**src/rtl/partial_product_seq.sv**
```systemverilog
// partial_product_seq
//   Sequential 2-limb x 2-limb unsigned multiplier. An accepted operand pair
//   is split into LIMB_W-bit limbs and four limb products are streamed out
//   one per beat on the pp_* channel. Each accepted beat is also shifted to
//   its weight and added into an internal accumulator. Once all four beats
//   have been accepted, the full product is offered on the res_* channel.
//
// Ports
//   clk        rising-edge clock
//   rst_n      asynchronous active-low reset
//   in_valid   operand pair valid
//   in_ready   block idle, can take an operand pair
//   a, b       2*LIMB_W-bit unsigned operands
//   pp_valid   partial-product beat valid
//   pp_ready   downstream accepts the beat
//   pp_data    limb product, 2*LIMB_W bits
//   pp_shift   weight of pp_data in LIMB_W units (0, 1 or 2)
//   pp_last    set on the fourth beat
//   res_valid  full product valid
//   res_ready  downstream accepts the product
//   res        4*LIMB_W-bit product a*b
//
// state | meaning
// ------+--------------------------------------------------------------
// IDLE  | waiting for an operand pair, in_ready=1
// EMIT  | streaming beat k (0..3) of the latched operands, pp_valid=1
// DONE  | full product on res, res_valid=1, waiting for res_ready
module partial_product_seq #(
  parameter int LIMB_W = 12
) (
  input  logic                  clk,
  input  logic                  rst_n,
  input  logic                  in_valid,
  output logic                  in_ready,
  input  logic [2*LIMB_W-1:0]   a,
  input  logic [2*LIMB_W-1:0]   b,
  output logic                  pp_valid,
  input  logic                  pp_ready,
  output logic [2*LIMB_W-1:0]   pp_data,
  output logic [1:0]            pp_shift,
  output logic                  pp_last,
  output logic                  res_valid,
  input  logic                  res_ready,
  output logic [4*LIMB_W-1:0]   res
);

  localparam logic [1:0] S_IDLE = 2'd0;
  localparam logic [1:0] S_EMIT = 2'd1;
  localparam logic [1:0] S_DONE = 2'd2;

  logic [1:0]            r_state;
  logic [1:0]            r_k;
  logic [2*LIMB_W-1:0]   r_a;
  logic [2*LIMB_W-1:0]   r_b;
  logic [4*LIMB_W-1:0]   r_acc;

  logic [LIMB_W-1:0]     w_x;
  logic [LIMB_W-1:0]     w_y;
  logic [2*LIMB_W-1:0]   w_prod;
  logic [4*LIMB_W-1:0]   w_pp_ext;
  logic [4*LIMB_W-1:0]   w_pp_wtd;

  // Beat order aL*bL, aH*bL, aL*bH, aH*bH: k[0] picks the a limb and k[1]
  // picks the b limb, so one multiplier serves all four beats.
  assign w_x    = r_k[0] ? r_a[2*LIMB_W-1:LIMB_W] : r_a[LIMB_W-1:0];
  assign w_y    = r_k[1] ? r_b[2*LIMB_W-1:LIMB_W] : r_b[LIMB_W-1:0];
  assign w_prod = {{LIMB_W{1'b0}}, w_x} * {{LIMB_W{1'b0}}, w_y};

  // Weight is the number of high limbs involved: 0, 1, 1, 2.
  assign pp_shift = {r_k[1] & r_k[0], r_k[1] ^ r_k[0]};
  assign pp_data  = w_prod;

  assign w_pp_ext = {{(2*LIMB_W){1'b0}}, w_prod};

  always_comb begin
    w_pp_wtd = w_pp_ext;
    case (pp_shift)
      2'd1:    w_pp_wtd = w_pp_ext << LIMB_W;
      2'd2:    w_pp_wtd = w_pp_ext << (2*LIMB_W);
      default: w_pp_wtd = w_pp_ext;
    endcase
  end

  assign in_ready  = (r_state == S_IDLE);
  assign pp_valid  = (r_state == S_EMIT);
  assign pp_last   = (r_state == S_EMIT) && (r_k == 2'd3);
  assign res_valid = (r_state == S_DONE);
  assign res       = r_acc;

  always_ff @(posedge clk or negedge rst_n) begin
    if (!rst_n) begin
      r_state <= S_IDLE;
      r_k     <= 2'd0;
      r_a     <= '0;
      r_b     <= '0;
      r_acc   <= '0;
    end else begin
      case (r_state)
        S_IDLE: begin
          if (in_valid) begin
            r_a     <= a;
            r_b     <= b;
            r_acc   <= '0;
            r_k     <= 2'd0;
            r_state <= S_EMIT;
          end
        end
        S_EMIT: begin
          if (pp_ready) begin
            // Sum of the four weighted limb products is exactly a*b, which
            // fits in 4*LIMB_W bits, so the add never wraps.
            r_acc <= r_acc + w_pp_wtd;
            r_k   <= r_k + 2'd1;
            if (r_k == 2'd3) begin
              r_state <= S_DONE;
            end
          end
        end
        S_DONE: begin
          // res keeps r_acc after the handshake; only a new accept clears it.
          if (res_ready) begin
            r_state <= S_IDLE;
          end
        end
        default: r_state <= S_IDLE;
      endcase
    end
  end

endmodule

```
**config.mk**
```make
export PLATFORM = sky130hd
export DESIGN_NAME = partial_product_seq
export DESIGN_NICKNAME = d
export VERILOG_FILES = /design/src/rtl/partial_product_seq.sv
export SDC_FILE = /design/constraint.sdc
export NUM_CORES = 1
export LEC_CHECK = 0
export CAP_MARGIN = 5
export CORE_MARGIN = 2
export CORE_UTILIZATION = 40
export DETAILED_ROUTE_END_ITERATION = 7
export PLACE_DENSITY = 0.65
export SLEW_MARGIN = 20
export SYNTH_ARGS = -nofsm -noshare
export SYNTH_HDL_FRONTEND = slang
export SYNTH_SLANG_ARGS = --single-unit
```
**constraint.sdc**
```tcl
create_clock -name clk -period 8.1 [get_ports clk]
set_input_delay 1.215 -clock clk [delete_from_list [all_inputs] [get_ports clk]]
set_output_delay 1.215 -clock clk [all_outputs]
set_load 0.01 [all_outputs]
```
==> flow_summary.toml <==
[routing]
route.detailed.drc = 0
drtIter0Drc = 562
route.vias.total = 10200
drt-wirelength-per-cell_um = 18.4
drt-pass1-iter-count = 7
via_per_inst = 5.36
drtAntennaViolNets = 0
route.final.wire_length_um = 35000

[worst_setup_path]
cp_slowest_cell = "fa_1"
rr_worst_depth = 33
crit_arrival_ps = 8120
worstSetupPathType = "register to register"
critPathTopFamily = "adder cells"
endpoint = "res[40]"
timing.rr.end = "res[40]"
regToRegStartpoint = "r_k[0]"
cp_data_required_time_ps = 8350
reg2reg_slack_ps = 240
critPathLaunchType = "register"
startpoint = "r_k[0]"
cp_num_buf_inv = 7
critPathMaxFanout = 10
cp-end-kind = "register"
crit_cells = 33
cpPeakStageDelay_ps = 560

[clocking]
numCtsBuffers = 9
clockRootBuffer = "clkbuf_16"
cts.sinks = 100
cts_tree = "yes"
clk_path_buf_depth = 2
cts_max_level = 3
clkLatencyLatePin_ps = 380
clkSlewWorstSetupHoldPaths_ps = 70

[die]
core-area_um2 = 28700
die_h_um = 175
die-area_um2 = 30500
rows = 62
die_w_um = 175
io_pins = 131
start_util_pct = 40.6

[sta]
finalMaxSlewViolations = 0
fin_crit_ps = 7860
slew_headroom_pct = 37.8
setup_tns_ps = 0
finClkSkew_ps = 20.1
max_freq_mhz = 127
whs_ps = 507
fin_ws_ps = 235
fin_crit_sh_pct = 97.1
tightest_slew_ps = 931
setup_violations = 0
final-hold-violation-count = 0

[synthesis]
yosysWarnings = 0
synthTopCellsByArea = "dfrtp_1 (21%), fa_1 (17%), ha_1 (12%)"
synth_cell_types = 71
synthArstFlopShare_pct = 100
synthFlopType = "dfrtp_1"
ys_ff_latch = 100
synth_area_leader_cell = "dfrtp_1"
synth_top_area_share_pct = 21.5
syn_area_um2 = 11700
avgSynthCellArea_um2 = 8.95
syn-num-nets = 1569
seq_area_frac_synth_pct = 21.5
synth_edf_count = 0
synthCells = 1303

[cells_and_area]
nNetsFinal = 1772
syn2layout_area_growth_pct = 28.6
drive_gt1_share_pct = 19.6
fillers = 2634
regArea_um2 = 2500
layout_common_cells = "nand2_1 (174), inv_1 (161), clkdlybuf4s50_1 (129)"
fin_util_pct = 52.2
multi_input_area_um2 = 8890
n_antenna_cell = 0
final_common_cell = "nand2_1"

[placed_design]
io_buffers = 130
preCtsSetupSlack_ps = -59.6
dp_hpwl_um = 27200
place.gp.congestion = 0.959

[grt]
grt_overflow = 0
grt_pass1_wl_um = 53800
antenna_found_initial = 0
track_usage_pct = 22.3
grt_max_degree = 65
first_global_vias = 10100

[job]
drv_cap = 0

[run_status]
outcome = "completed"

[hold_path]
hold_class = "register to register"
==> repair_timing <==
action	in CTS	in global routing
pin swaps	1	62
setup endpoints to repair	7	22
resized for setup	6	108
buffers inserted	0	20
hold buffers	0	0
gates cloned	0	2
==> cell type report <==
class                   instances  area share [%]
inverters                     163            4.08
flip-flops and latches        100            16.7
well taps                     384            3.20
clock inverters                 5           0.551
clock buffers                  11            1.62
repair buffers                241            14.6
multi-input cells             991            59.3
==> metrics by stage <==
stage	cells	area, um^2
floorplan	1303	11700
global placement	1857	13900
detailed placement	1857	13900
CTS	1873	14300
global route	1895	15000
finish	1895	15000
==> synthesized netlist by cell type (all sizes together), types with 30 or more instances <==
cell type  number
inv           163
and2           42
nor2           73
o21ai          82
ha            112
fa            101
nand2         177
a21o           30
clkbuf         34
xnor2          36
mux2           72
a21oi          54
dfrtp         100
==> kinds of logic (layout without fill, tap and decap cells) <==
logic type	count (synthesis)	after routing	share of synthesized area, %
simple gates	367	367	14.4
xor+xnor	60	60	4.51
flops	100	100	21.5
mux	89	89	8.41
buf+inv	212	420	6.93
fa+ha+maj	213	213	29.4
compound gates	262	262	14.9
==> flip-flops by register name, summed over array words and instances (netlist names) <==
signal / flops
r_b: 24
res: 48
r_state: 2
r_a: 24
r_k: 2
==> layer usage <==
layer	global-route usage [%]	share of wire [%]	vias up
met2	35.3	47	275
met5	0	0	-
met3	4.37	5.4	58
met1	31.1	45	5033
li1	-	-	4797
met4	6.56	2.6	0
==> how the worst min path moves through the flow <==
| stage | startpoint | to | slack [ps] | cells past startpoint |
|---|---|---|---|---|
| floorplan | r_a[14] | r_a[14] | 470 | 1 |
| finish | r_b[1] | r_b[1] | 510 | 1 |
| global placement | r_b[13] | r_b[13] | 480 | 1 |
| global route | r_b[13] | r_b[13] | 520 | 1 |
| detailed placement | r_b[13] | r_b[13] | 490 | 1 |
| CTS | r_a[10] | r_a[10] | 510 | 1 |
Power is not shown: default switching activity piles up to over one toggle a cycle in this logic, so the estimate is an artifact.
